### src/rtl/condlogic_pkg.sv
// Shared definitions for the conditional-execution unit with IT-block predication.
package condlogic_pkg;

  // ARM condition codes. Code 4'b1111 is not named and evaluates true.
  localparam logic [3:0] EQ = 4'b0000;
  localparam logic [3:0] NE = 4'b0001;
  localparam logic [3:0] CS = 4'b0010;
  localparam logic [3:0] CC = 4'b0011;
  localparam logic [3:0] MI = 4'b0100;
  localparam logic [3:0] PL = 4'b0101;
  localparam logic [3:0] VS = 4'b0110;
  localparam logic [3:0] VC = 4'b0111;
  localparam logic [3:0] HI = 4'b1000;
  localparam logic [3:0] LS = 4'b1001;
  localparam logic [3:0] GE = 4'b1010;
  localparam logic [3:0] LT = 4'b1011;
  localparam logic [3:0] GT = 4'b1100;
  localparam logic [3:0] LE = 4'b1101;
  localparam logic [3:0] AL = 4'b1110;

  // Bit positions inside the {N,Z,C,V} flag vector.
  localparam int unsigned N = 3;
  localparam int unsigned Z = 2;
  localparam int unsigned C = 1;
  localparam int unsigned V = 0;

  typedef enum logic {IDLE, ACTIVE} it_state_e;

endpackage

### src/rtl/condcheck.sv
// Evaluates a 4-bit ARM condition code against the {N,Z,C,V} flags.
module condcheck
  import condlogic_pkg::*;
(
  input  logic [3:0] Cond,
  input  logic [3:0] Flags,
  output logic       CondEx
);

  logic neg, zero, carry, ovf, ge;

  // Pure decode of the condition field.
  always_comb begin
    neg   = Flags[N];
    zero  = Flags[Z];
    carry = Flags[C];
    ovf   = Flags[V];
    ge    = (neg == ovf);
    case (Cond)
      EQ:      CondEx = zero;
      NE:      CondEx = ~zero;
      CS:      CondEx = carry;
      CC:      CondEx = ~carry;
      MI:      CondEx = neg;
      PL:      CondEx = ~neg;
      VS:      CondEx = ovf;
      VC:      CondEx = ~ovf;
      HI:      CondEx = carry & ~zero;
      LS:      CondEx = ~(carry & ~zero);
      GE:      CondEx = ge;
      LT:      CondEx = ~ge;
      GT:      CondEx = ~zero & ge;
      LE:      CondEx = ~(~zero & ge);
      default: CondEx = 1'b1;  // AL and 4'b1111
    endcase
  end

endmodule

### src/rtl/it_tracker.sv
// IT-block tracker: FSM, slot index, remaining count, latched IT fields and
// the effective-condition mux. Optional sticky ITErr when CONDLOGIC_ITERR_EN is defined.
module it_tracker
  import condlogic_pkg::*;
#(
  parameter int unsigned IT_MAX = 4,
  parameter int unsigned LEN_W  = $clog2(IT_MAX + 1)
) (
  input  logic              clk,
  input  logic              reset,
  input  logic [3:0]        Cond,
  input  logic              InstrDone,
  input  logic              ITStart,
  input  logic [3:0]        ITCond,
  input  logic [IT_MAX-1:0] ITThen,
  input  logic [LEN_W-1:0]  ITLen,
  input  logic              PCS,
  input  logic              CondExFl,
  output logic [3:0]        EffCond,
  output logic              InITBlock,
  output logic [LEN_W-1:0]  ITRemaining
`ifdef CONDLOGIC_ITERR_EN
  ,
  output logic              ITErr
`endif
);

  localparam int unsigned IdxW = (IT_MAX > 1) ? $clog2(IT_MAX) : 1;

  it_state_e         state_q, state_d;
  logic [IdxW-1:0]   idx_q, idx_d;
  logic [LEN_W-1:0]  rem_q, rem_d;
  logic [3:0]        it_cond_q, it_cond_d;
  logic [IT_MAX-1:0] it_then_q, it_then_d;
  logic              len_ok;

  // Length is held only as the remaining count; it is all the block needs afterwards.
  always_comb len_ok = (ITLen != '0) && (ITLen <= LEN_W'(IT_MAX));

  // Next-state logic: start, per-instruction advance and taken-branch abort.
  always_comb begin
    state_d   = state_q;
    idx_d     = idx_q;
    rem_d     = rem_q;
    it_cond_d = it_cond_q;
    it_then_d = it_then_q;
    case (state_q)
      IDLE: begin
        if (InstrDone && ITStart && len_ok) begin
          state_d   = ACTIVE;
          it_cond_d = ITCond;
          it_then_d = ITThen;
          idx_d     = '0;
          rem_d     = ITLen;
        end
      end
      ACTIVE: begin
        if (InstrDone) begin
          if (PCS && CondExFl) begin
            // Taken branch leaves the block; remaining slots are dropped.
            state_d = IDLE;
            idx_d   = '0;
            rem_d   = '0;
          end else begin
            rem_d = rem_q - LEN_W'(1);
            idx_d = idx_q + IdxW'(1);
            if (rem_q == LEN_W'(1)) begin
              state_d = IDLE;
              idx_d   = '0;
            end
          end
        end
      end
      default: state_d = IDLE;
    endcase
  end

  // State and latched IT fields.
  always_ff @(posedge clk or posedge reset) begin
    if (reset) begin
      state_q   <= IDLE;
      idx_q     <= '0;
      rem_q     <= '0;
      it_cond_q <= '0;
      it_then_q <= '0;
    end else begin
      state_q   <= state_d;
      idx_q     <= idx_d;
      rem_q     <= rem_d;
      it_cond_q <= it_cond_d;
      it_then_q <= it_then_d;
    end
  end

  // Effective condition; an else slot flips the LSB, so AL becomes 4'b1111 (true).
  always_comb begin
    EffCond = Cond;
    if (state_q == ACTIVE) begin
      EffCond = it_then_q[idx_q] ? it_cond_q : (it_cond_q ^ 4'b0001);
    end
  end

  assign InITBlock   = (state_q == ACTIVE);
  assign ITRemaining = rem_q;

`ifdef CONDLOGIC_ITERR_EN
  logic              err_q;
  logic              err_set;
  logic [IT_MAX-1:0] len_mask;

  // Flags ignored starts and AL blocks that contain an else slot.
  always_comb begin
    for (int i = 0; i < IT_MAX; i++) begin
      len_mask[i] = (LEN_W'(i) < ITLen);
    end
    err_set = 1'b0;
    if (InstrDone && ITStart) begin
      if (state_q == ACTIVE || !len_ok) begin
        err_set = 1'b1;
      end else if (ITCond == AL && |(~ITThen & len_mask)) begin
        err_set = 1'b1;
      end
    end
  end

  // Sticky error, cleared only by reset.
  always_ff @(posedge clk or posedge reset) begin
    if (reset) begin
      err_q <= 1'b0;
    end else begin
      err_q <= err_q | err_set;
    end
  end

  assign ITErr = err_q;
`endif

endmodule

### src/rtl/condlogic_it.sv
// Conditional-execution unit with IT-block predication.
// Optional sticky ITErr output enabled by defining CONDLOGIC_ITERR_EN.
module condlogic_it
  import condlogic_pkg::*;
#(
  parameter int unsigned IT_MAX = 4,
  parameter int unsigned LEN_W  = $clog2(IT_MAX + 1)
) (
  input  logic              clk,
  input  logic              reset,
  input  logic [3:0]        Cond,
  input  logic [3:0]        ALUFlags,
  input  logic [1:0]        FlagW,
  input  logic              PCS,
  input  logic              NextPC,
  input  logic              RegW,
  input  logic              MemW,
  input  logic              InstrDone,
  input  logic              ITStart,
  input  logic [3:0]        ITCond,
  input  logic [IT_MAX-1:0] ITThen,
  input  logic [LEN_W-1:0]  ITLen,
  output logic              PCWrite,
  output logic              RegWrite,
  output logic              MemWrite,
  output logic [3:0]        Flags,
  output logic              InITBlock,
  output logic [LEN_W-1:0]  ITRemaining
`ifdef CONDLOGIC_ITERR_EN
  ,
  output logic              ITErr
`endif
);

  logic [3:0] flags_q, flags_d;
  logic       cond_ex_fl_q;
  logic [3:0] eff_cond;
  logic       cond_ex;
  logic [1:0] flag_write;

  it_tracker #(
    .IT_MAX (IT_MAX),
    .LEN_W  (LEN_W)
  ) u_it_tracker (
    .clk         (clk),
    .reset       (reset),
    .Cond        (Cond),
    .InstrDone   (InstrDone),
    .ITStart     (ITStart),
    .ITCond      (ITCond),
    .ITThen      (ITThen),
    .ITLen       (ITLen),
    .PCS         (PCS),
    .CondExFl    (cond_ex_fl_q),
    .EffCond     (eff_cond),
    .InITBlock   (InITBlock),
    .ITRemaining (ITRemaining)
`ifdef CONDLOGIC_ITERR_EN
    ,
    .ITErr       (ITErr)
`endif
  );

  condcheck u_condcheck (
    .Cond   (eff_cond),
    .Flags  (flags_q),
    .CondEx (cond_ex)
  );

  // Flag update is gated by the instruction's own (effective) condition.
  always_comb begin
    flag_write = FlagW & {2{cond_ex}};
    flags_d    = flags_q;
    if (flag_write[1]) begin
      flags_d[N] = ALUFlags[N];
      flags_d[Z] = ALUFlags[Z];
    end
    if (flag_write[0]) begin
      flags_d[C] = ALUFlags[C];
      flags_d[V] = ALUFlags[V];
    end
  end

  // Flags and the one-cycle-delayed condition result.
  always_ff @(posedge clk or posedge reset) begin
    if (reset) begin
      flags_q      <= '0;
      cond_ex_fl_q <= 1'b0;
    end else begin
      flags_q      <= flags_d;
      cond_ex_fl_q <= cond_ex;
    end
  end

  // Write enables seen by the datapath.
  always_comb begin
    PCWrite  = NextPC | (PCS & cond_ex_fl_q);
    RegWrite = RegW & cond_ex_fl_q;
    MemWrite = MemW & cond_ex_fl_q;
  end

  assign Flags = flags_q;

endmodule

### config.mk
export PLATFORM = sky130hd
export DESIGN_NAME = condlogic_it
export DESIGN_NICKNAME = d
export VERILOG_FILES = /design/src/rtl/condlogic_pkg.sv /design/src/rtl/condcheck.sv /design/src/rtl/it_tracker.sv /design/src/rtl/condlogic_it.sv
export SDC_FILE = /design/constraint.sdc
export NUM_CORES = 1
export LEC_CHECK = 0
export ABC_AREA = 1
export BUFFER_PORTS_ARGS = -buffer_cell sky130_fd_sc_hd__clkbuf_2
export CAP_MARGIN = 10
export CORE_MARGIN = 2
export CORE_UTILIZATION = 49
export CTS_CLUSTER_DIAMETER = 50
export CTS_CLUSTER_SIZE = 12
export DETAILED_ROUTE_END_ITERATION = 12
export PLACE_DENSITY = 0.9
export SYNTH_ARGS = -nofsm -noshare
export SYNTH_HDL_FRONTEND = slang
export SYNTH_SLANG_ARGS = --single-unit
### constraint.sdc
create_clock -name clk -period 1.95 [get_ports clk]
set_input_delay 0.0975 -clock clk [delete_from_list [all_inputs] [get_ports clk]]
set_output_delay 0.0975 -clock clk [all_outputs]
set_load 0.05 [all_outputs]
==> results of run 1 <==
==> area by class of cell <==
type / instances / area, µm² / share of cell area, %
Tap cell: 28 / 35.0 / 2.36
Inverter: 23 / 86.3 / 5.82
Clock inverter: 1 / 5.00 / 0.337
Sequential cell: 19 / 475 / 32.0
Multi-Input combinational cell: 106 / 612 / 41.2
Clock buffer: 3 / 22.5 / 1.52
Timing Repair Buffer: 45 / 248 / 16.7
==> stage by stage <==
step                      cells  setup WS [ps]
after global placement      216            267
after detailed placement    216            212
after CTS                   223            170
final                       225            139
after global routing        225          -27.7
after floorplan             150            205
==> power groups by stage <==
stage	Clock (mW)	Sequential, mW	Combinational [mW]
after floorplan	0	0.987	1.02
after CTS	0.204	0.757	1.60
after global routing	0.230	0.787	1.79
after detailed placement	0	0.760	1.57
final	0.196	0.755	1.62
after global placement	0	0.755	1.53
==> repair_timing <==
action,in CTS,in global routing
hold endpoints to repair,21,0
hold buffers,3,0
buffers inserted,0,2
endpoints found under the setup margin,0,1
==> worst reg2reg max path: stages, from the launching register on <==
cell	delay, ps
dfrtp_1	560
nand2_1	160
nand2_2	140
inv_2	80
nand2_2	70
o21ai_2	60
nand3b_1	150
nand3_1	80
nand2_1	70
nand2_2	130
nand3_2	100
nand2_1	70
nand2_1	50
==> routing by layer <==
metal  GRT usage, %  up-vias
met5              0        -
met1           26.9      519
li1               -      586
met3           1.98       11
met4           11.1        0
met2           34.6       66
==> sequential cells by signal, indices dropped and copies added, names as in the netlist <==
name / count
Flags: 4
u_it_tracker.it_cond_q: 4
u_it_tracker.it_then_q: 4
u_it_tracker.ITRemaining: 3
u_it_tracker.idx_q: 2
cond_ex_fl_q: 1
u_it_tracker.InITBlock: 1
==> path summary, 6_finish.rpt <==
| path | depth (start not counted) | slack, ps | start | end |
|---|---|---|---|---|
| min in group asynchronous | 3 | 420 | reset | u_it_tracker.it_cond_q[1]$_DFFE_PP0P_ |
| max in group asynchronous | 3 | 1090 | reset | cond_ex_fl_q$_DFF_PP0_ |
| worst min-delay path | 2 | 5 | ITThen[1] | u_it_tracker.it_then_q[1]$_DFFE_PP0P_ |
| worst max register to register | 12 | 140 | u_it_tracker.InITBlock$_DFF_PP0_ | Flags[1]$_DFFE_PP0P_ |
| worst min register to register | 1 | 500 | u_it_tracker.it_then_q[0]$_DFFE_PP0P_ | u_it_tracker.it_then_q[0]$_DFFE_PP0P_ |
| worst max-delay path | 12 | 140 | u_it_tracker.InITBlock$_DFF_PP0_ | Flags[1]$_DFFE_PP0P_ |
==> layout by cell type (no fill, tap or decap), types with 4 or more instances in the layout <==
| cell type | synthesis | routed |
|---|---|---|
| inv_1 | 20 | 20 |
| nand3_1 | 13 | 13 |
| dfrtp_1 | 19 | 19 |
| nand4_1 | 4 | 4 |
| nor2_1 | 4 | 4 |
| o21ai_1 | 8 | 8 |
| nand3_2 | 7 | 7 |
| clkbuf_2 | 0 | 39 |
| nand2_1 | 41 | 41 |
==> kinds of logic after synthesis <==
family	synth area share [%]
buffers and inverters	8.33
multiplexers	5.70
AND/OR/NAND/NOR	34.3
flip-flops	40.1
XOR/XNOR	1.48
AO/OA/AOI/OAI	8.02
adder cells (fa/ha/maj)	2.11
==> flow_summary_export.csv, run 1 <==
group,metric,value,unit
status,status,"completed",
power_and_ir_drop,powerDensity,1730,mW/mm²
worst_setup_path,cp-start-kind,"register",
power_and_ir_drop,p_switching,1.37,mW
final_layout,post-route-cell-area,0.00148,mm²
synth,ys_seq_area_share,40.1,%
sta,slew_violations,0,
placed_design,io_buffer_count,39,
synth,synth_top_area_share,40.1,%
floorplanning,die_h,53.2,µm
flow_run,cap_viol_max_count,0,
synth,syn_nets,181,
floorplanning,row_count,17,
worst_setup_path,cp_max_fo,10,
synth,syn_inst,150,
clocking,clock_sinks,19,
synth,synth_warnings,0,
synth,synth.avg_cell_area,7.91,µm²
detailed_routing,drt-pass1-iter-count,4,
sta,hold_violations,0,
final_layout,n_antenna_cell,0,
power_and_ir_drop,p_comb_share,63.0,%
worst_setup_path,cp_cell_sequence,"nand2_1 -> nand2_2 -> inv_2 -> nand2_2 -> o21ai_2 -> nand3b_1 -> nand3_1 -> nand2_1 -> nand2_2 -> nand3_2 -> nand2_1 -> nand2_1",
worst_setup_path,crit_buf_inv,1,
sta,finClkSkew,4.29,ps
final_layout,area_delta_synth_final,25.1,%
placed_design,dp_hpwl,1.98,mm
clocking,cts_tree,"yes",
floorplanning,start_util,52.6,%
clocking,insertion_delay,300,ps
detailed_routing,drt.antenna.violating_nets,0,
floorplanning,die_area,0.00283,mm²
clocking,clockRootBuffer,"clkbuf_4",
detailed_routing,drtIter0Drc,34,
sta,setup_viol,0,
grt,antenna_found_initial,0,
worst_setup_path,cpPeakStageDelay,560,ps
worst_setup_path,cp_top_family,"simple AND/OR/NAND/NOR gates",
synth,ys_types,25,
synth,ys_top_cells_by_area,"dfrtp_1 (40%), nand2_1 (13%), inv_1 (6.3%)",
floorplanning,core,0.00225,mm²
worst_setup_path,crit_required,2140,ps
worst_setup_path,critPathKind,"reg2reg",
detailed_routing,totalWireLength,2.68,mm
power_and_ir_drop,total_power,2.57,mW
power_and_ir_drop,p_sw_share,53.3,%
sta,tightest_slew,689,ps
final_layout,fin_nets,229,
grt,grt_max_degree,20,
synth,async_flop_share,100,%
detailed_routing,wl_met2,1.30,mm
sta,finalHoldWorstSlack,5.09,ps
placed_design,place_congestion,0.876,
power_and_ir_drop,ir_worst_vdd,0.876,mV
clocking,clockBufferDepth,2,
clocking,postCtsResizedCells,0,
power_and_ir_drop,clockPowerShare,7.6,%
synth,synth_flop_cell,"dfrtp_1",
synth,netlist_top_cells_count,"nand2_1 (41), inv_1 (20), dfrtp_1 (19)",
synth,netlist_area,0.00119,mm²
sta,maxSlewHeadroom,54.0,%
floorplanning,io_pins,40,
synth,synth.largest_area_cell,"dfrtp_1",
synth,synth_edf_count,0,
power_and_ir_drop,leakagePower,0.822,nW
floorplanning,fp.dieW,53.2,µm
clocking,htreeDepth,1,
clocking,numCtsBuffers,3,
final_layout,nFillCells,203,
power_and_ir_drop,intPower,1.20,mW
final_layout,layout-drive-gt1-share,32.5,%
detailed_routing,drt-met1-wl,1.06,mm
sta,max_freq,0.552,GHz
placed_design,placed_area,0.00141,mm²
grt,first_global_vias,980,
detailed_routing,highest_layer,"met4",
final_layout,fin_util,65.8,%
detailed_routing,via_count,1182,
worst_setup_path,cp_slowest_cell,"dfrtp_1",
detailed_routing,wl_met3,230,µm
detailed_routing,wl_per_cell,11.9,µm
worst_setup_path,end_kind,"register",
grt,grt_usage,21.0,%
worst_setup_path,crit_arrival,2000,ps
synth,ys_ff_latch,19,
power_and_ir_drop,p_seq_share,29.4,%
detailed_routing,vias_per_cell,5.25,
synth,yosysMostFrequentCell,"nand2_1",
sta,fin_crit,1810,ps
grt,grt_pass1_wl,4.17,mm
detailed_routing,drc,0,
min_path,hold_path.class,"in2reg",
worst_setup_path,crit_path_frequent_cell,"nand2_1",
grt,overflow,0,
sta,post-route-period-util,92.9,%
clocking,clkTransAtPathRegs,110,ps
sta,final.setup.tns,0,ps
Note: power is estimated with default switching activity, not from simulation.
==> run 2, diff against run 1 <==
==> constraint.sdc (replaced) <==
create_clock -name clk -period 1.72 [get_ports clk]
set_input_delay 0.086 -clock clk [delete_from_list [all_inputs] [get_ports clk]]
set_output_delay 0.086 -clock clk [all_outputs]
set_load 0.05 [all_outputs]
==> run 2 against run 1 <==
Against the previous run:
- hold slack improved by 4.2 ps
- fmax is 7.0% higher
- routed wire length is 18% higher
- power is 31% higher
- sequential power up 15%
- count of clock-buffer cells in the layout unchanged
- flip-flop and latch count is the same
- critical path depth is 2 higher
- first-iteration DRC count grew 12%
- worst setup slack worse by 110 ps
- global-route usage rose by 0.13 points
- largest power group unchanged
- largest cell class unchanged
==> flow_summary_export.csv, run 2 (synthesis results as in run 1) <==
group,metric,value,unit
placed_design,place_congestion,0.849,
min_path,hold_path.class,"in2reg",
sta,tightest_slew,727,ps
sta,finClkSkew,1.28,ps
worst_setup_path,rr_endpoint,"Flags[2]$_DFFE_PP0P_",
floorplanning,row_count,17,
final_layout,nFillCells,175,
worst_setup_path,rr_worst_depth,14,
power_and_ir_drop,leakagePower,0.872,nW
worst_setup_path,crit_path_frequent_cell,"nand2_1",
sta,hold_violations,0,
clocking,clockBufferDepth,2,
worst_setup_path,r2r-start,"u_it_tracker.idx_q[0]$_DFFE_PP0P_",
floorplanning,core,0.00225,mm²
worst_setup_path,end_kind,"register",
flow_run,cap_viol_max_count,0,
detailed_routing,vias_per_cell,5.40,
worst_setup_path,crit_buf_inv,1,
sta,rsz0062_at_grt,"true",
final_layout,instances_no_fill,230,
sta,maxSlewHeadroom,51.5,%
clocking,clkTransAtPathRegs,110,ps
placed_design,io_buffer_count,39,
sta,slew_violations,0,
sta,fin_crit,1690,ps
worst_setup_path,cp-startpoint,"u_it_tracker.idx_q[0]$_DFFE_PP0P_",
final_layout,n_antenna_cell,0,
final_layout,seqCellArea,477,µm²
worst_setup_path,critPathKind,"reg2reg",
grt,grt_max_degree,20,
sta,max_freq,0.591,GHz
detailed_routing,totalWireLength,3.17,mm
clocking,clockRootBuffer,"clkbuf_4",
worst_setup_path,cp_top_family,"simple AND/OR/NAND/NOR gates",
floorplanning,io_pins,40,
detailed_routing,drc,0,
detailed_routing,via_count,1241,
grt,grt_usage,21.1,%
final_layout,multi_input_area,717,µm²
power_and_ir_drop,powerDensity,2070,mW/mm²
worst_setup_path,crit_arrival,1900,ps
worst_setup_path,reg2reg_slack,30,ps
final_layout,area_delta_synth_final,37.7,%
placed_design,dp_hpwl,2.02,mm
final_layout,final_common_cell,"clkbuf_2",
grt,grt_pass1_wl,4.28,mm
grt,antenna_found_initial,0,
floorplanning,start_util,52.6,%
detailed_routing,drt.antenna.violating_nets,0,
sta,post-route-period-util,98.4,%
worst_setup_path,cp_slowest_cell,"dfrtp_1",
power_and_ir_drop,ir_worst_vdd,1.14,mV
power_and_ir_drop,total_power,3.37,mW
clocking,clock_sinks,19,
final_layout,final_cell_mix,"clkbuf_2 (39), nand2_1 (32), inv_1 (20), dfrtp_1 (18)",
floorplanning,fp.dieW,53.2,µm
placed_design,dp_cells,217,
worst_setup_path,cp-start-kind,"register",
floorplanning,die_area,0.00283,mm²
detailed_routing,wl_per_cell,13.8,µm
status,status,"completed",
worst_setup_path,crit_cells,14,
worst_setup_path,cp_cell_sequence,"inv_2 -> nand2_2 -> nand3_4 -> nand2_4 -> nand2_2 -> nand3_2 -> nand3_2 -> nand2_1 -> nand2_1 -> nand2_2 -> nand2_4 -> nand3_2 -> nand2_1 -> nand2_1",
sta,setup_viol,0,
worst_setup_path,crit_path_end,"Flags[2]$_DFFE_PP0P_",
worst_setup_path,crit_required,1930,ps
final_layout,layout-drive-gt1-share,42.6,%
worst_setup_path,cpPeakStageDelay,440,ps
detailed_routing,drtIter0Drc,38,
clocking,cts_tree,"yes",
final_layout,fin_nets,234,
clocking,insertion_delay,300,ps
floorplanning,die_h,53.2,µm
grt,first_global_vias,1018,
clocking,htreeDepth,1,
detailed_routing,drt-pass1-iter-count,4,
min_path,hold_depth,2,
clocking,numCtsBuffers,3,
worst_setup_path,cp_max_fo,7,
grt,overflow,0,
-- run 2: changes by cell type in the layout (fill, tap and decap cells not counted), sizes merged --
cell         change
buf              +4
dlygate4sd3      +1
-- run 2: how the worst min path moves through the flow --
stage	start	endpoint	slack, ps
detailed placement	reset	u_it_tracker.it_cond_q[1]$_DFFE_PP0P_	220
CTS	ITThen[3]	u_it_tracker.it_then_q[3]$_DFFE_PP0P_	9
global placement	reset	u_it_tracker.it_cond_q[1]$_DFFE_PP0P_	230
finish	ITThen[3]	u_it_tracker.it_then_q[3]$_DFFE_PP0P_	9
global route	ITThen[3]	u_it_tracker.it_then_q[3]$_DFFE_PP0P_	10
floorplan	reset	Flags[0]$_DFFE_PP0P_	40
-- run 2: what timing repair did --
item	in CTS	in global routing
buffers inserted	0	5
setup endpoints to repair	0	5
hold buffers	4	0
gates resized for setup	0	25
endpoints found under the hold margin	22	0
-- run 2: final cells by class --
type                    instances  share of cell area [%]
repair buffers                 50                    17.6
multi-input cells             106                    43.9
well taps                      28                    2.15
flip-flops and latches         19                    29.2
clock inverters                 1                   0.307
inverters                      23                    5.44
clock buffers                   3                    1.38
-- run 2: where the power goes --
| part | internal, mW | switching, mW |
|---|---|---|
| clock | 0.0867 | 0.146 |
| combinational | 0.781 | 1.49 |
| sequential | 0.667 | 0.200 |
-- run 2: through the flow --
| stage | setup slack, ps | hold slack, ps | setup TNS, ps | util [%] | instance area (µm²) |
|---|---|---|---|---|---|
| detailed placement | 82.4 | 219 | 0 | 63.0 | 1420 |
| global placement | 171 | 225 | 0 | 63.0 | 1420 |
| global route | -121 | 11.0 | -455 | 72.4 | 1630 |
| finish | 27.2 | 9.32 | 0 | 72.4 | 1630 |
| floorplan | 114 | 37.1 | 0 | - | 1190 |
| CTS | 66.2 | 9.44 | 0 | 66.0 | 1490 |
-- run 2: worst reg2reg max path: stages (launching register included) --
cell	delay, ps
dfrtp_1	440
inv_2	120
nand2_2	70
nand3_4	100
nand2_4	70
nand2_2	60
nand3_2	120
nand3_2	110
nand2_1	60
nand2_1	70
nand2_2	70
nand2_4	110
nand3_2	90
nand2_1	70
nand2_1	40
-- run 2: metal layers --
layer	global-route usage, %	up-vias	part of all wire [%]
met1	25.0	575	40
met2	36.8	64	51
li1	-	590	-
met5	0	-	0
met3	2.82	12	5.9
met4	10.7	0	3.1
==> run 3, diff against run 2 <==
--- a/config.mk
+++ b/config.mk
@@ -5,11 +5,10 @@
 export SDC_FILE = /design/constraint.sdc
 export NUM_CORES = 1
 export LEC_CHECK = 0
-export ABC_AREA = 1
 export BUFFER_PORTS_ARGS = -buffer_cell sky130_fd_sc_hd__clkbuf_2
 export CAP_MARGIN = 10
 export CORE_MARGIN = 2
-export CORE_UTILIZATION = 49
+export CORE_UTILIZATION = 48
 export CTS_CLUSTER_DIAMETER = 50
 export CTS_CLUSTER_SIZE = 12
 export DETAILED_ROUTE_END_ITERATION = 12
==> run 3 against run 2 <==
Against the previous run:
- flip-flop and latch count is the same
- non-clock buffer count grew 10
- combinational power down 4%
- via count shrank 21%
- critical path depth decreased by 8
- utilization grew 0.24 points
- synthesized cell count shrank 35%
- critical endpoint is now Flags[1]$_DFFE_PP0P_
- the flow now finishes with violations (negative setup slack)
- clock power hardly changed
- register-to-register slack worse by 630 ps
- die area down 5.7%
==> flow_summary_export.csv, run 3 <==
group,metric,value,unit
clocking,clock_sinks,19,
detailed_routing,via_count,978,
sta,final.setup.tns,-2510,ps
worst_setup_path,crit_required,1920,ps
synth,synth_edf_count,0,
grt,first_global_vias,959,
final_layout,fin_util,72.7,%
clocking,clockBufferDepth,2,
synth,netlist_area,0.00109,mm²
placed_design,dp_hpwl,1.95,mm
grt,overflow,0,
detailed_routing,drt-pass1-iter-count,5,
sta,maxSlewHeadroom,51.9,%
floorplanning,start_util,50.2,%
worst_setup_path,r2r-start,"u_it_tracker.idx_q[0]$_DFFE_PP0P_",
placed_design,dp_slack,-616,ps
sta,post-route-period-util,135,%
worst_setup_path,rr_worst_depth,6,
status,violations,"negative setup slack",
sta,fin_crit,2320,ps
sta,setup_viol,5,
clocking,htreeDepth,1,
grt,grt_max_degree,20,
detailed_routing,wl_met3,119,µm
final_layout,area_delta_synth_final,44.7,%
final_layout,multi_input_area,651,µm²
floorplanning,row_count,17,
min_path,hold_path.class,"in2reg",
final_layout,seqCellArea,477,µm²
synth,netlist_top_cells_count,"dfrtp_1 (19), mux2_2 (8), inv_1 (7), nand2_1 (7)",
synth,async_flop_share,100,%
synth,ys_seq_area_share,43.6,%
power_and_ir_drop,ir_worst_vdd,1.22,mV
min_path,hold_depth,2,
sta,slew_violations,0,
final_layout,fin_nets,191,
floorplanning,die_area,0.00267,mm²
clocking,clkTransAtPathRegs,110,ps
flow_run,cap_viol_max_count,0,
worst_setup_path,crit_path_end,"Flags[1]$_DFFE_PP0P_",
detailed_routing,totalWireLength,2.55,mm
clocking,clockRootBuffer,"clkbuf_4",
synth,synth_top_area_share,43.6,%
detailed_routing,wl_met2,1.23,mm
worst_setup_path,cp-startpoint,"u_it_tracker.idx_q[0]$_DFFE_PP0P_",
clocking,insertion_delay,300,ps
final_layout,n_antenna_cell,0,
final_layout,final_cell_mix,"clkbuf_2 (39), dfrtp_1 (18), buf_4 (18), mux2_2 (8)",
worst_setup_path,critPathKind,"reg2reg",
floorplanning,io_pins,40,
worst_setup_path,cp-start-kind,"register",
status,status,"complete, but fails checks",
grt,grt_usage,19.9,%
sta,finClkSkew,7.78,ps
final_layout,final_common_cell,"clkbuf_2",
synth,synth.largest_area_cell,"dfrtp_1",
power_and_ir_drop,leakagePower,0.804,nW
placed_design,io_buffer_count,39,
detailed_routing,drc,0,
final_layout,nFillCells,160,
sta,layout_setup_ws,-599,ps
detailed_routing,drt.antenna.violating_nets,0,
worst_setup_path,rr_endpoint,"Flags[1]$_DFFE_PP0P_",
synth,yosysMostFrequentCell,"dfrtp_1",
sta,hold_violations,0,
synth,syn_nets,128,
power_and_ir_drop,powerDensity,2080,mW/mm²
synth,synth_warnings,0,
worst_setup_path,reg2reg_slack,-600,ps
synth,ys_top_cells_by_area,"dfrtp_1 (44%), mux2_2 (8.3%), mux2_1 (5.2%)",
worst_setup_path,crit_arrival,2520,ps
worst_setup_path,end_kind,"register",
sta,max_freq,0.431,GHz
grt,grt_pass1_wl,3.93,mm
clocking,numCtsBuffers,3,
floorplanning,die_h,51.7,µm
synth,synth_flop_cell,"dfrtp_1",
detailed_routing,wl_per_cell,13.6,µm
synth,ys_ff_latch,19,
sta,rsz0062_at_grt,"true",
sta,tightest_slew,721,ps
final_layout,layout-drive-gt1-share,55.3,%
detailed_routing,highest_layer,"met4",
clocking,cts_tree,"yes",
synth,ys_types,31,
placed_design,place_congestion,0.761,
detailed_routing,drtIter0Drc,9,
detailed_routing,vias_per_cell,5.23,
synth,syn_inst,97,
worst_setup_path,cp_max_fo,3,
detailed_routing,drt-met1-wl,1.15,mm
floorplanning,core,0.00217,mm²
floorplanning,fp.dieW,51.7,µm
grt,antenna_found_initial,0,
synth,synth.avg_cell_area,11.2,µm²
## run 3: cell count changes after synthesis, sizes merged, moves of 3 or more
cell / previous run / this run
nand2: 44 / 7
mux2: 6 / 15
and2: 1 / 4
o22ai: 3 / 0
mux2i: 0 / 5
nand4: 4 / 1
nand2b: 0 / 3
o21ai: 10 / 4
nand3: 21 / 1
inv: 23 / 7
## run 3: kinds of logic after synthesis
group	after synthesis	synth area share, %
AO/OA/AOI/OAI	17	10.8
XOR/XNOR	3	2.41
adder cells (fa/ha/maj)	2	2.30
buffers and inverters	9	3.79
flip-flops	19	43.6
multiplexers	22	24.9
AND/OR/NAND/NOR	25	12.2
## run 3: worst min path at each step
stage	slack, ps	start	to
CTS	2	ALUFlags[2]	Flags[2]$_DFFE_PP0P_
finish	7	ITThen[1]	u_it_tracker.it_then_q[1]$_DFFE_PP0P_
detailed placement	220	reset	u_it_tracker.it_cond_q[2]$_DFFE_PP0P_
floorplan	40	reset	Flags[0]$_DFFE_PP0P_
global route	7	ITCond[0]	u_it_tracker.it_cond_q[0]$_DFFE_PP0P_
global placement	190	reset	Flags[2]$_DFFE_PP0P_
## run 3: timing repair
item	in CTS	in global routing
buffers inserted	0	4
pin swaps	1	3
setup endpoints to repair	5	8
resized for setup	2	7
hold buffers	2	0
endpoints found under the hold margin	20	0
## run 3: metal layers
| layer | up-vias | track usage [%] |
|---|---|---|
| met4 | 0 | 8.33 |
| met1 | 473 | 24.3 |
| met5 | - | 0 |
| li1 | 471 | - |
| met3 | 4 | 3.45 |
| met2 | 30 | 34.6 |
## run 3: final cells by class
type	count	share of cell area, %
Clock buffer	4	1.67
Inverter	7	1.67
Multi-Input combinational cell	69	41.3
Sequential cell	19	30.2
Tap cell	28	2.22
Timing Repair Buffer	60	22.9
## run 3: report_power, final
part | switching [mW] | internal, mW
clock network | 0.141 | 0.0905
logic | 1.12 | 1.07
registers | 0.187 | 0.675
## run 3: stage by stage
step | cells | total power [mW] | hold WS [ps] | area [µm²]
global placement | 177 | 2.76 | 195 | 1460
CTS | 183 | 3.14 | 2.45 | 1510
global route | 187 | 3.50 | 6.54 | 1580
finish | 187 | 3.28 | 7.06 | 1580
detailed placement | 177 | 2.86 | 224 | 1460
floorplan | 97 | 2.27 | 37.1 | 1130
## run 3: critical path: stages, from the launching register on
cell and delay (ps):
dfrtp_1 390, mux4_2 530, xnor2_2 160, mux2i_2 210
mux2i_2 350, a2bb2oi_2 250, mux2_4 330
